$ cat config.mk
export PLATFORM = sky130hd
export DESIGN_NAME = hba_arbiter_rr
export DESIGN_NICKNAME = d
export VERILOG_FILES = /design/src/rtl/hba_pkg.sv /design/src/rtl/hba_rr_pick.sv /design/src/rtl/hba_arbiter_rr.sv
export SDC_FILE = /design/constraint.sdc
export NUM_CORES = 1
export LEC_CHECK = 0
export CAP_MARGIN = 20
export CORE_ASPECT_RATIO = 0.9
export CORE_MARGIN = 5
export CORE_UTILIZATION = 31
export CTS_CLUSTER_DIAMETER = 150
export DETAILED_ROUTE_END_ITERATION = 7
export PLACE_DENSITY = 0.59
export REMOVE_ABC_BUFFERS = 1
export SYNTH_ARGS = -nofsm -noshare
export SYNTH_HDL_FRONTEND = slang
export SYNTH_HIERARCHICAL = 1
export SYNTH_SLANG_ARGS = --single-unit
$ cat constraint.sdc
create_clock -name hba_clk -period 3.3 [get_ports hba_clk]
set_input_delay 0.495 -clock hba_clk [delete_from_list [all_inputs] [get_ports hba_clk]]
set_output_delay 0.495 -clock hba_clk [all_outputs]
set_load 0.05 [all_outputs]
$ cat src/rtl/hba_pkg.sv
// Shared HBA definitions: bus width defaults, arbitration modes and arbiter FSM states.
package hba_pkg;

    localparam int DBUS_WIDTH        = 8;
    localparam int PERIPH_ADDR_WIDTH = 4;
    localparam int REG_ADDR_WIDTH    = 8;

    localparam int ARB_FIXED = 0;
    localparam int ARB_RR    = 1;

    typedef enum logic [1:0] {
        ST_IDLE  = 2'd0,
        ST_GRANT = 2'd1,
        ST_BUSY  = 2'd2,
        ST_DONE  = 2'd3
    } arb_state_e;

endpackage

$ cat src/rtl/hba_rr_pick.sv
// Combinational masked priority picker: first requester at or after i_start (RR) or from index 0 (fixed).
module hba_rr_pick #(
    parameter int NUM_MASTERS = 4,
    parameter int MIDX_WIDTH  = 2
) (
    input  logic [NUM_MASTERS-1:0] i_req,
    input  logic [MIDX_WIDTH-1:0]  i_start,
    input  logic                   i_rr,
    output logic [NUM_MASTERS-1:0] o_grant,
    output logic [MIDX_WIDTH-1:0]  o_idx,
    output logic                   o_valid
);

    always_comb begin
        int                    v_base;
        logic [MIDX_WIDTH-1:0] v_pos;
        o_grant = '0;
        o_idx   = '0;
        o_valid = 1'b0;
        v_base  = i_rr ? int'(i_start) : 0;
        v_pos   = '0;
        for (int k = 0; k < NUM_MASTERS; k++) begin
            v_pos = MIDX_WIDTH'((v_base + k) % NUM_MASTERS);
            if (!o_valid && i_req[v_pos]) begin
                o_valid        = 1'b1;
                o_grant[v_pos] = 1'b1;
                o_idx          = v_pos;
            end
        end
    end

endmodule

$ cat src/rtl/hba_arbiter_rr.sv
// HBA bus arbiter: fixed-priority or round-robin grant, burst limit, and a watchdog
// that completes hung transfers with a one-cycle ack and a sticky error.
module hba_arbiter_rr
    import hba_pkg::*;
#(
    parameter int NUM_MASTERS    = 4,
    parameter int ARB_MODE       = 1,
    parameter int TIMEOUT_CYCLES = 255,
    parameter int MAX_BURST      = 0,
    parameter int MIDX_WIDTH     = (NUM_MASTERS > 1) ? $clog2(NUM_MASTERS) : 1
) (
    input  logic                   hba_clk,
    input  logic                   hba_reset,
    input  logic [NUM_MASTERS-1:0] hba_mrequest,
    input  logic                   hba_select,
    input  logic                   hba_xferack,
    input  logic                   err_clr,
    output logic [NUM_MASTERS-1:0] hba_mgrant,
    output logic                   hba_xferack_timeout,
    output logic                   hba_timeout_err,
    output logic [MIDX_WIDTH-1:0]  hba_timeout_master
);

    localparam int TO_W = (TIMEOUT_CYCLES > 0) ? $clog2(TIMEOUT_CYCLES + 1) : 1;
    localparam int BU_W = (MAX_BURST > 0) ? $clog2(MAX_BURST + 1) : 1;
    localparam logic [TO_W-1:0]       TO_LAST  = (TIMEOUT_CYCLES > 0) ? TO_W'(TIMEOUT_CYCLES - 1) : '0;
    localparam logic [BU_W-1:0]       BU_MAX   = BU_W'(MAX_BURST);
    localparam logic [MIDX_WIDTH-1:0] LAST_IDX = MIDX_WIDTH'(NUM_MASTERS - 1);

    arb_state_e             r_state;
    logic [NUM_MASTERS-1:0] r_grant;
    logic [MIDX_WIDTH-1:0]  r_gidx;
    logic [MIDX_WIDTH-1:0]  r_last;
    logic [TO_W-1:0]        r_to_cnt;
    logic [BU_W-1:0]        r_burst;
    logic                   r_to_pulse;
    logic                   r_err;
    logic [MIDX_WIDTH-1:0]  r_to_master;

    logic [MIDX_WIDTH-1:0]  w_start;
    logic [NUM_MASTERS-1:0] w_oh;
    logic [MIDX_WIDTH-1:0]  w_idx;
    logic                   w_vld;
    logic                   w_rr;
    logic                   w_own_req;
    logic                   w_other_req;
    logic                   w_to_hit;
    logic                   w_burst_full;

    assign w_rr         = (ARB_MODE == ARB_RR);
    assign w_start      = (r_last == LAST_IDX) ? '0 : r_last + 1'b1;
    assign w_own_req    = |(hba_mrequest & r_grant);
    assign w_other_req  = |(hba_mrequest & ~r_grant);
    // xferack has priority over the watchdog when both land on the same BUSY cycle
    assign w_to_hit     = (TIMEOUT_CYCLES != 0) && (r_state == ST_BUSY) &&
                          !hba_xferack && (r_to_cnt == TO_LAST);
    assign w_burst_full = (MAX_BURST != 0) && (r_burst >= BU_MAX);

    hba_rr_pick #(
        .NUM_MASTERS (NUM_MASTERS),
        .MIDX_WIDTH  (MIDX_WIDTH)
    ) u_pick (
        .i_req   (hba_mrequest),
        .i_start (w_start),
        .i_rr    (w_rr),
        .o_grant (w_oh),
        .o_idx   (w_idx),
        .o_valid (w_vld)
    );

    always_ff @(posedge hba_clk) begin
        if (hba_reset) begin
            r_state     <= ST_IDLE;
            r_grant     <= '0;
            r_gidx      <= '0;
            r_last      <= LAST_IDX;
            r_to_cnt    <= '0;
            r_burst     <= '0;
            r_to_pulse  <= 1'b0;
            r_err       <= 1'b0;
            r_to_master <= '0;
        end else begin
            r_to_pulse <= 1'b0;
            // a timeout in flight (decision or pulse cycle) beats a concurrent clear
            if (w_to_hit || r_to_pulse) begin
                r_err <= 1'b1;
            end else if (err_clr) begin
                r_err <= 1'b0;
            end

            case (r_state)
                ST_IDLE: begin
                    r_burst <= '0;
                    if (w_vld) begin
                        r_state <= ST_GRANT;
                        r_grant <= w_oh;
                        r_gidx  <= w_idx;
                        r_last  <= w_idx;
                    end
                end
                ST_GRANT: begin
                    if (hba_select) begin
                        r_state  <= ST_BUSY;
                        r_to_cnt <= '0;
                    end else if (!w_own_req) begin
                        r_state <= ST_IDLE;
                        r_grant <= '0;
                        r_burst <= '0;
                    end
                end
                ST_BUSY: begin
                    if (hba_xferack || w_to_hit) begin
                        r_state <= ST_DONE;
                        if (r_burst != '1) begin
                            r_burst <= r_burst + 1'b1;
                        end
                        if (w_to_hit) begin
                            r_to_pulse  <= 1'b1;
                            r_to_master <= r_gidx;
                        end
                    end else if (r_to_cnt != '1) begin
                        r_to_cnt <= r_to_cnt + 1'b1;
                    end
                end
                ST_DONE: begin
                    // hold off until the master's trailing select is gone
                    if (!hba_select) begin
                        if (!w_own_req || (w_burst_full && w_other_req)) begin
                            r_state <= ST_IDLE;
                            r_grant <= '0;
                            r_burst <= '0;
                        end else begin
                            r_state <= ST_GRANT;
                        end
                    end
                end
                default: begin
                    r_state <= ST_IDLE;
                    r_grant <= '0;
                end
            endcase
        end
    end

    assign hba_mgrant          = r_grant;
    assign hba_xferack_timeout = r_to_pulse;
    assign hba_timeout_err     = r_err;
    assign hba_timeout_master  = r_to_master;

endmodule

==> results of run 1 <==
[critical path: cells and delay by family, from the launching register on]
| family | cells | cell delay, ps |
|---|---|---|
| flops | 1 | 330 |
| simple gates | 5 | 1120 |
| fa+ha+maj | 1 | 440 |
| compound gates | 2 | 410 |
| buf+inv | 1 | 90 |
| mux | 1 | 420 |
[metal layers]
metal / vias up / track usage / part of all wire / wire (um)
li1: 779 / - / - / -
met1: 694 / 0.168 / 0.51 / 1960
met2: 41 / 0.165 / 0.42 / 1600
met3: 4 / 0.0335 / 0.064 / 248
met4: 0 / 0.0190 / 0.0086 / 33
met5: - / 0 / 0 / 0
[cell families after synthesis]
kind of cell,after synthesis
compound gates,62
xor+xnor,1
flops,22
mux,9
fa+ha+maj,8
buf+inv,24
other cells,1
simple gates,75
[placed cells by master, fill, tap and decap left out, types with 2 or more instances in the layout]
master	netlist	layout
a222oi_1	2	2
clkbuf_8	0	4
mux4_2	3	3
nand2_1	22	22
inv_1	10	10
buf_4	1	7
o21ai_0	5	5
a211oi_1	4	4
mux2i_1	5	5
nand3_1	14	14
conb_1	1	7
dfxtp_1	22	22
nor2b_1	3	3
inv_2	3	3
a21o_1	5	5
o21a_1	3	3
ha_1	8	8
clkdlybuf4s50_1	0	16
nor3_1	5	5
nor2_1	14	14
a22oi_1	4	4
a21oi_1	16	16
and3_1	3	3
a31oi_1	9	9
[metrics by stage]
stage                     std cells  power (uW)
after floorplan                 197         868
after detailed placement        285        1050
after CTS                       289        1250
after global placement          285        1060
final                           289        1250
after global routing            289        1340
[sequential cells by signal (all words and copies together) (netlist names), named ones only]
| signal | cells |
|---|---|
| r_last | 2 |
| r_state | 1 |
| hba_timeout_err | 1 |
| hba_mgrant | 4 |
| hba_timeout_master | 2 |
| hba_xferack_timeout | 1 |
| r_gidx | 2 |
| r_to_cnt | 8 |
[how the worst max path moves through the flow]
| stage | endpoint | cells past startpoint |
|---|---|---|
| 2_1_floorplan | hba_mgrant[0] | 10 |
| 3_3_place_gp | hba_mgrant[3] | 9 |
| 3_5_place_dp | hba_mgrant[1] | 9 |
| 4_1_cts | hba_mgrant[1] | 10 |
| 5_1_grt | hba_mgrant[3] | 12 |
| 6_report | hba_mgrant[1] | 10 |
[area by class of cell]
type / instances / area share
inverter: 13 / 0.0255
tap: 65 / 0.0425
clock buffer: 4 / 0.0288
sequential: 22 / 0.230
timing repair buffer: 23 / 0.111
multi-input combinational: 162 / 0.562
[report_power, final]
group	internal [uW]	leakage, uW	total, uW	switching [uW]
combinational	295	0.000570	713	419
sequential	307	0.000179	342	35.1
clock	106	0.0000288	195	88.5
total	708	0.000778	1250	542
==> summary.md, run 1 <==
| Metric | Value |
|---|---|
| Status | `finished clean` |
| Main flop type after synthesis | `dfxtp_1` |
| Flop-to-flop setup slack | `around 380 ps` |
| Max VDD drop | `between 0.0002 and 0.00025 V` |
| Routed Antenna Nets | `0` |
| Hold Vio Cnt, Final | `0` |
| Initial core utilization | `0.326` |
| Area of the multi-input gates | `1070 um2` |
| CTS Buf Count | `3` |
| Max-slew headroom | `0.435` |
| Min-delay src | `r_gidx[0]` |
| GRT Total Usage | `0.114` |
| Worst R2R End | `hba_mgrant[1]` |
| Die H | `slightly below 80 um` |
| Period utilization | `0.884` |
| Post-layout util | `0.388` |
| Drt pass-1 iters | `4` |
| Fin worst setup slack | `382 ps` |
| # diodes | `0` |
| Vias | `1518` |
| Final instance area | `~1900 um2` |
| Gate Count Post-Synth | `202` |
| Main combinational cell family by area after synthesis | `compound AO/OA/AOI/OAI gates` |
| Final HPWL DP | `approximately 3000 um` |
| Post-synth ARST share | `0` |
| Worst path cell trace | `ha_1 > nand2_2 > inv_2 > mux4_2 > nor2b_4 > nand3_1 > nor3b_1 > a31oi_1 > a22oi_1 > nor2_1` |
| Slowest stage delay, CP | `710 ps` |
| Post-synthesis sequential area ratio | `0.274` |
| RSZ-0062 raised after global routing | `no` |
| Reg area | `between 400 and 500 um2` |
| Least-Margin Pin Slew | `846 ps` |
| CTS HTree Levels | `1` |
| Clock skew | `1.74 ps` |
| Clock Path Buffers | `2` |
| Endpoint of the worst hold path | `r_gidx[0]` |
| Total Negative Setup Slacks | `0 ps` |
| Initial antenna violation count | `0` |
| Fin. max-slew vios | `0` |
| Post-route minimum period | `2920 ps` |
| Buffers on Ports | `16` |
| Count of final setup violators | `0` |
| Post-Synth Adder-Cell Area | `0.0624` |
| Total gr overflow | `0` |
| Leakage | `0.000778 uW` |
| Yosys reg bits | `22` |
| Die area | `6720 um2` |
| Worst path required time | `3460 ps` |
| Fmax | `about 340 MHz` |
| Worst Hold Class | `reg -> reg` |
| Post-CTS Setup Bufs | `0` |
| Routability Congestion | `roughly 0.85` |
| Post-synth EDFFs | `0` |
| Initial DRC Count | `127` |
| WL final | `3850 um` |
| Reg2Reg Launch Point | `r_last[0]` |
| Syn_area_per_cell | `7.95 um2` |
| I/O pins | `17` |
| Pwr dens | `654 nW/um2` |
| Hold-fix buffers, CTS | `0` |
| Synth top area share | `0.274` |
| Row count | `24` |
| Synth top area cells | `dfxtp_1 (27%), ha_1 (6.2%), nand2_1 (5.1%), a21oi_1 (5.0%), nand3_1 (4.4%)` |
| Resize count post-CTS | `0` |
| Multiplexer area fraction after synthesis | `0.0826` |
| Clock tree sinks | `22` |
| Core region area | `approximately 4900 um2` |
| Drc violations | `0` |
| Root buffer cell | `clkbuf_8` |
| Worst Reg-to-Reg Cells | `10` |
| Yosys warns | `6` |
| # nets final | `242` |
| MaxCap Viol Count | `0` |
| Crit Path Class | `reg -> reg` |
| CTS tree | `built` |
| Critical Path Sink Type | `flip-flop` |
| Area leader, netlist | `dfxtp_1` |
| Latest clock arrival within the worst-skew pair | `approximately 260 ps` |
| Crit path DAT | `between 3000 and 4000 ps` |
| XOR/XNOR share of the synthesized area | `0.00546` |
| Layout cells sized above 1 | `0.116` |
| Min Hold Slack | `459 ps` |
| CP Launch Type | `flip-flop` |
| Layout area overhead | `19.1%` |
| Post-synth cell types | `56` |
| Largest net degree at the start of global routing | `16` |
| Number of global-route vias before repair | `1378` |
| Die extent in x | `85.9 um` |
| Synth Area in Simple Gates | `0.239` |
| Post-DP Area | `1860 um2` |
| Vias per inst | `5.25` |
| Setup WS pre-CTS | `310 ps` |
| Compound-Gate Fraction of Synth Area | `0.263` |
| Post-synth top cells | `dfxtp_1 (22), nand2_1 (22), a21oi_1 (16)` |
| Clock slew at reported path FFs | `80 ps` |
| Crit-path max FO | `9` |
| Synthesized area | `roughly 1600 um2` |
| Worst Hold Depth | `2` |
| Fillcell total | `526` |
| WL per Instance | `13.3 um` |
| First-pass GRT wire length | `6420 um` |
| Critical-path cell with the highest stage delay | `nor3b_1` |
| CP Launch Point | `r_last[0]` |
Note: power is estimated with default switching activity, not from simulation.
==> inputs of run 2 (changes only) <==
Settings changed: CORE_MARGIN 5 to 10, PLACE_DENSITY 0.59 to not set, PLACE_DENSITY_LB_ADDON set to 0.08.
==> summary.md, run 2 (synthesized netlist as in run 1, its figures left out) <==
| Metric | Value |
|---|---|
| Status | `finished clean (unchanged)` |
| Clock Path Buffers | `2 (unchanged)` |
| Min-delay src | `r_gidx[0] (unchanged)` |
| Power share of the sequential group | `0.270 (was 0.274)` |
| Worst Reg-to-Reg Cells | `10 (unchanged)` |
| Largest net degree at the start of global routing | `14 (was 16)` |
| Cell-internal power | `717 uW (was 708 uW)` |
| Clock power frac | `0.152 (was 0.156)` |
| # nets final | `244 (was 242)` |
| Routed Antenna Nets | `0 (unchanged)` |
| # diodes | `0 (unchanged)` |
| Initial DRC Count | `166 (was 127)` |
| DR WL met3 | `260 um (was 248 um)` |
| Most frequent cells in the layout | `nand2_1 (22), dfxtp_1 (22), a21oi_1 (16), clkdlybuf4s50_1 (16) (unchanged)` |
| Clock skew | `7.13 ps (was 1.74 ps)` |
| Pwr dens | `656 nW/um2 (was 654 nW/um2)` |
| Crit-path max FO | `9 (unchanged)` |
| Worst Hold Class | `reg -> reg (unchanged)` |
| Resize count post-CTS | `0 (unchanged)` |
| Fmax | `353 MHz (was 343 MHz)` |
| Vias per inst | `5.36 (was 5.25)` |
| Total Negative Setup Slacks | `0 ps (unchanged)` |
| Sw frac | `0.433 (was 0.434)` |
| Post-route minimum period | `2830 ps (was 2920 ps)` |
| Root buffer cell | `clkbuf_8 (unchanged)` |
| Vias | `1561 (was 1518)` |
| Critical Path Sink Type | `flip-flop (unchanged)` |
| Post-CTS Setup Bufs | `0 (unchanged)` |
| CP Launch Type | `flip-flop (unchanged)` |
| Count of final setup violators | `0 (unchanged)` |
| Number of global-route vias before repair | `1541 (was 1378)` |
| Worst Hold Depth | `2 (unchanged)` |
| Reg2Reg Launch Point | `r_last[0] (unchanged)` |
| Initial core utilization | `0.326 (unchanged)` |
| Drc violations | `0 (unchanged)` |
| Worst R2R End | `hba_mgrant[0] (was hba_mgrant[1])` |
| First-pass GRT wire length | `7250 um (was 6420 um)` |
| Clock slew at reported path FFs | `80 ps (about the same)` |
| Initial antenna violation count | `0 (unchanged)` |
| Die extent in x | `95.9 um (was 85.9 um)` |
| Max VDD drop | `0.000392 V (was 0.000245 V)` |
| WL final | `4230 um (was 3850 um)` |
| Leakage | `0.000787 uW (was 0.000778 uW)` |
| Area of the multi-input gates | `1070 um2 (unchanged)` |
| Routability Congestion | `0.869 (was 0.850)` |
| Layout area overhead | `20.0% (was 19.1%)` |
| WL per Instance | `14.5 um (was 13.3 um)` |
| Total gr overflow | `0 (unchanged)` |
| Period utilization | `0.859 (was 0.884)` |
| Clock tree sinks | `22 (unchanged)` |
| Flop-to-flop setup slack | `470 ps (was 380 ps)` |
| MaxCap Viol Count | `0 (unchanged)` |
| Max layer used | `met4 (unchanged)` |
| CTS HTree Levels | `1 (unchanged)` |
| RSZ-0062 raised after global routing | `no (unchanged)` |
| GRT Total Usage | `0.105 (was 0.114)` |
| Combinational Power Share | `0.578 (was 0.571)` |
| Max-slew headroom | `0.489 (was 0.435)` |
| I/O pins | `17 (unchanged)` |
| Post-layout util | `0.391 (was 0.388)` |
| Latest clock arrival within the worst-skew pair | `260 ps (about the same)` |
| Fillcell total | `527 (was 526)` |
| Hold-fix buffers, CTS | `0 (unchanged)` |
| Drt pass-1 iters | `4 (unchanged)` |
| Largest Register | `r_to_cnt (unchanged)` |
| Worst path required time | `3460 ps (about the same)` |
| Die H | `88.3 um (was 78.3 um)` |
| Fin. max-slew vios | `0 (unchanged)` |
| Reg area | `440 um2 (unchanged)` |
| Wl on met1 | `2250 um (was 1960 um)` |
| Buffers on Ports | `16 (unchanged)` |
| CTS tree | `built (unchanged)` |
| Met2 WL | `1690 um (was 1600 um)` |
| Max reg flops | `8 (unchanged)` |
| Core region area | `4920 um2 (unchanged)` |
| Final HPWL DP | `3320 um (was 2980 um)` |
| Hold Vio Cnt, Final | `0 (unchanged)` |
| Die area | `8460 um2 (was 6720 um2)` |
| Crit path DAT | `3000 ps (was 3080 ps)` |
| Crit Path Class | `reg -> reg (unchanged)` |
| CTS Buf Count | `3 (unchanged)` |
| Endpoint of the worst hold path | `r_gidx[0] (unchanged)` |
| Layout cells sized above 1 | `0.124 (was 0.116)` |
| Least-Margin Pin Slew | `766 ps (was 846 ps)` |
| Sw Pwr | `547 uW (was 542 uW)` |
| Row count | `24 (unchanged)` |
==> run 2: power groups by stage <==
stage | Clock, uW | Sequential, uW | Combinational (uW)
after floorplan | 0 | 397 | 470
after global placement | 0 | 345 | 723
after detailed placement | 0 | 347 | 721
after CTS | 201 | 341 | 727
after global routing | 214 | 348 | 804
final | 193 | 341 | 730
==> run 2: critical path, stage by stage (launching register included) <==
cell and delay, ps:
dfxtp_1 330, ha_1 440, nand2_2 180, inv_2 90, mux4_2 420, nor2b_4 60, nand3_1 100, nor3b_1 650
a31oi_1 200, a22oi_1 210, nor2_1 50
==> run 2: cell type report <==
| type | count | share of cell area |
|---|---|---|
| tap | 65 | 0.0422 |
| timing repair buffer | 25 | 0.118 |
| inverter | 13 | 0.0253 |
| sequential | 22 | 0.229 |
| clock buffer | 4 | 0.0286 |
| multi-input combinational | 162 | 0.557 |
==> run 2: through the flow <==
step / hold slack (ps) / setup WS, ps / total power [uW] / std cells / cell area [um2]
after floorplan: 430 / 193 / 868 / 197 / 1560
after global placement: 455 / 539 / 1070 / 287 / 1870
after detailed placement: 454 / 353 / 1070 / 287 / 1870
after CTS: 465 / 433 / 1270 / 291 / 1930
after global routing: 501 / 33.2 / 1370 / 291 / 1930
final: 463 / 467 / 1260 / 291 / 1930
==> run 2: layer usage <==
layer  GRT usage  vias to the layer above
met5           0                        -
met2       0.147                       35
met3      0.0330                        4
met4      0.0321                        0
li1            -                      791
met1       0.148                      731
==> run 2: how the worst max path moves through the flow <==
stage                    startpoint             to  cells after the start
floorplan                 r_last[0]  hba_mgrant[0]                     10
global placement    hba_mrequest[0]  hba_mgrant[2]                      8
detailed placement  hba_mrequest[0]  hba_mgrant[0]                      8
CTS                       r_last[0]  hba_mgrant[0]                     10
global route              r_last[0]  hba_mgrant[2]                     11
finish                    r_last[0]  hba_mgrant[0]                     10
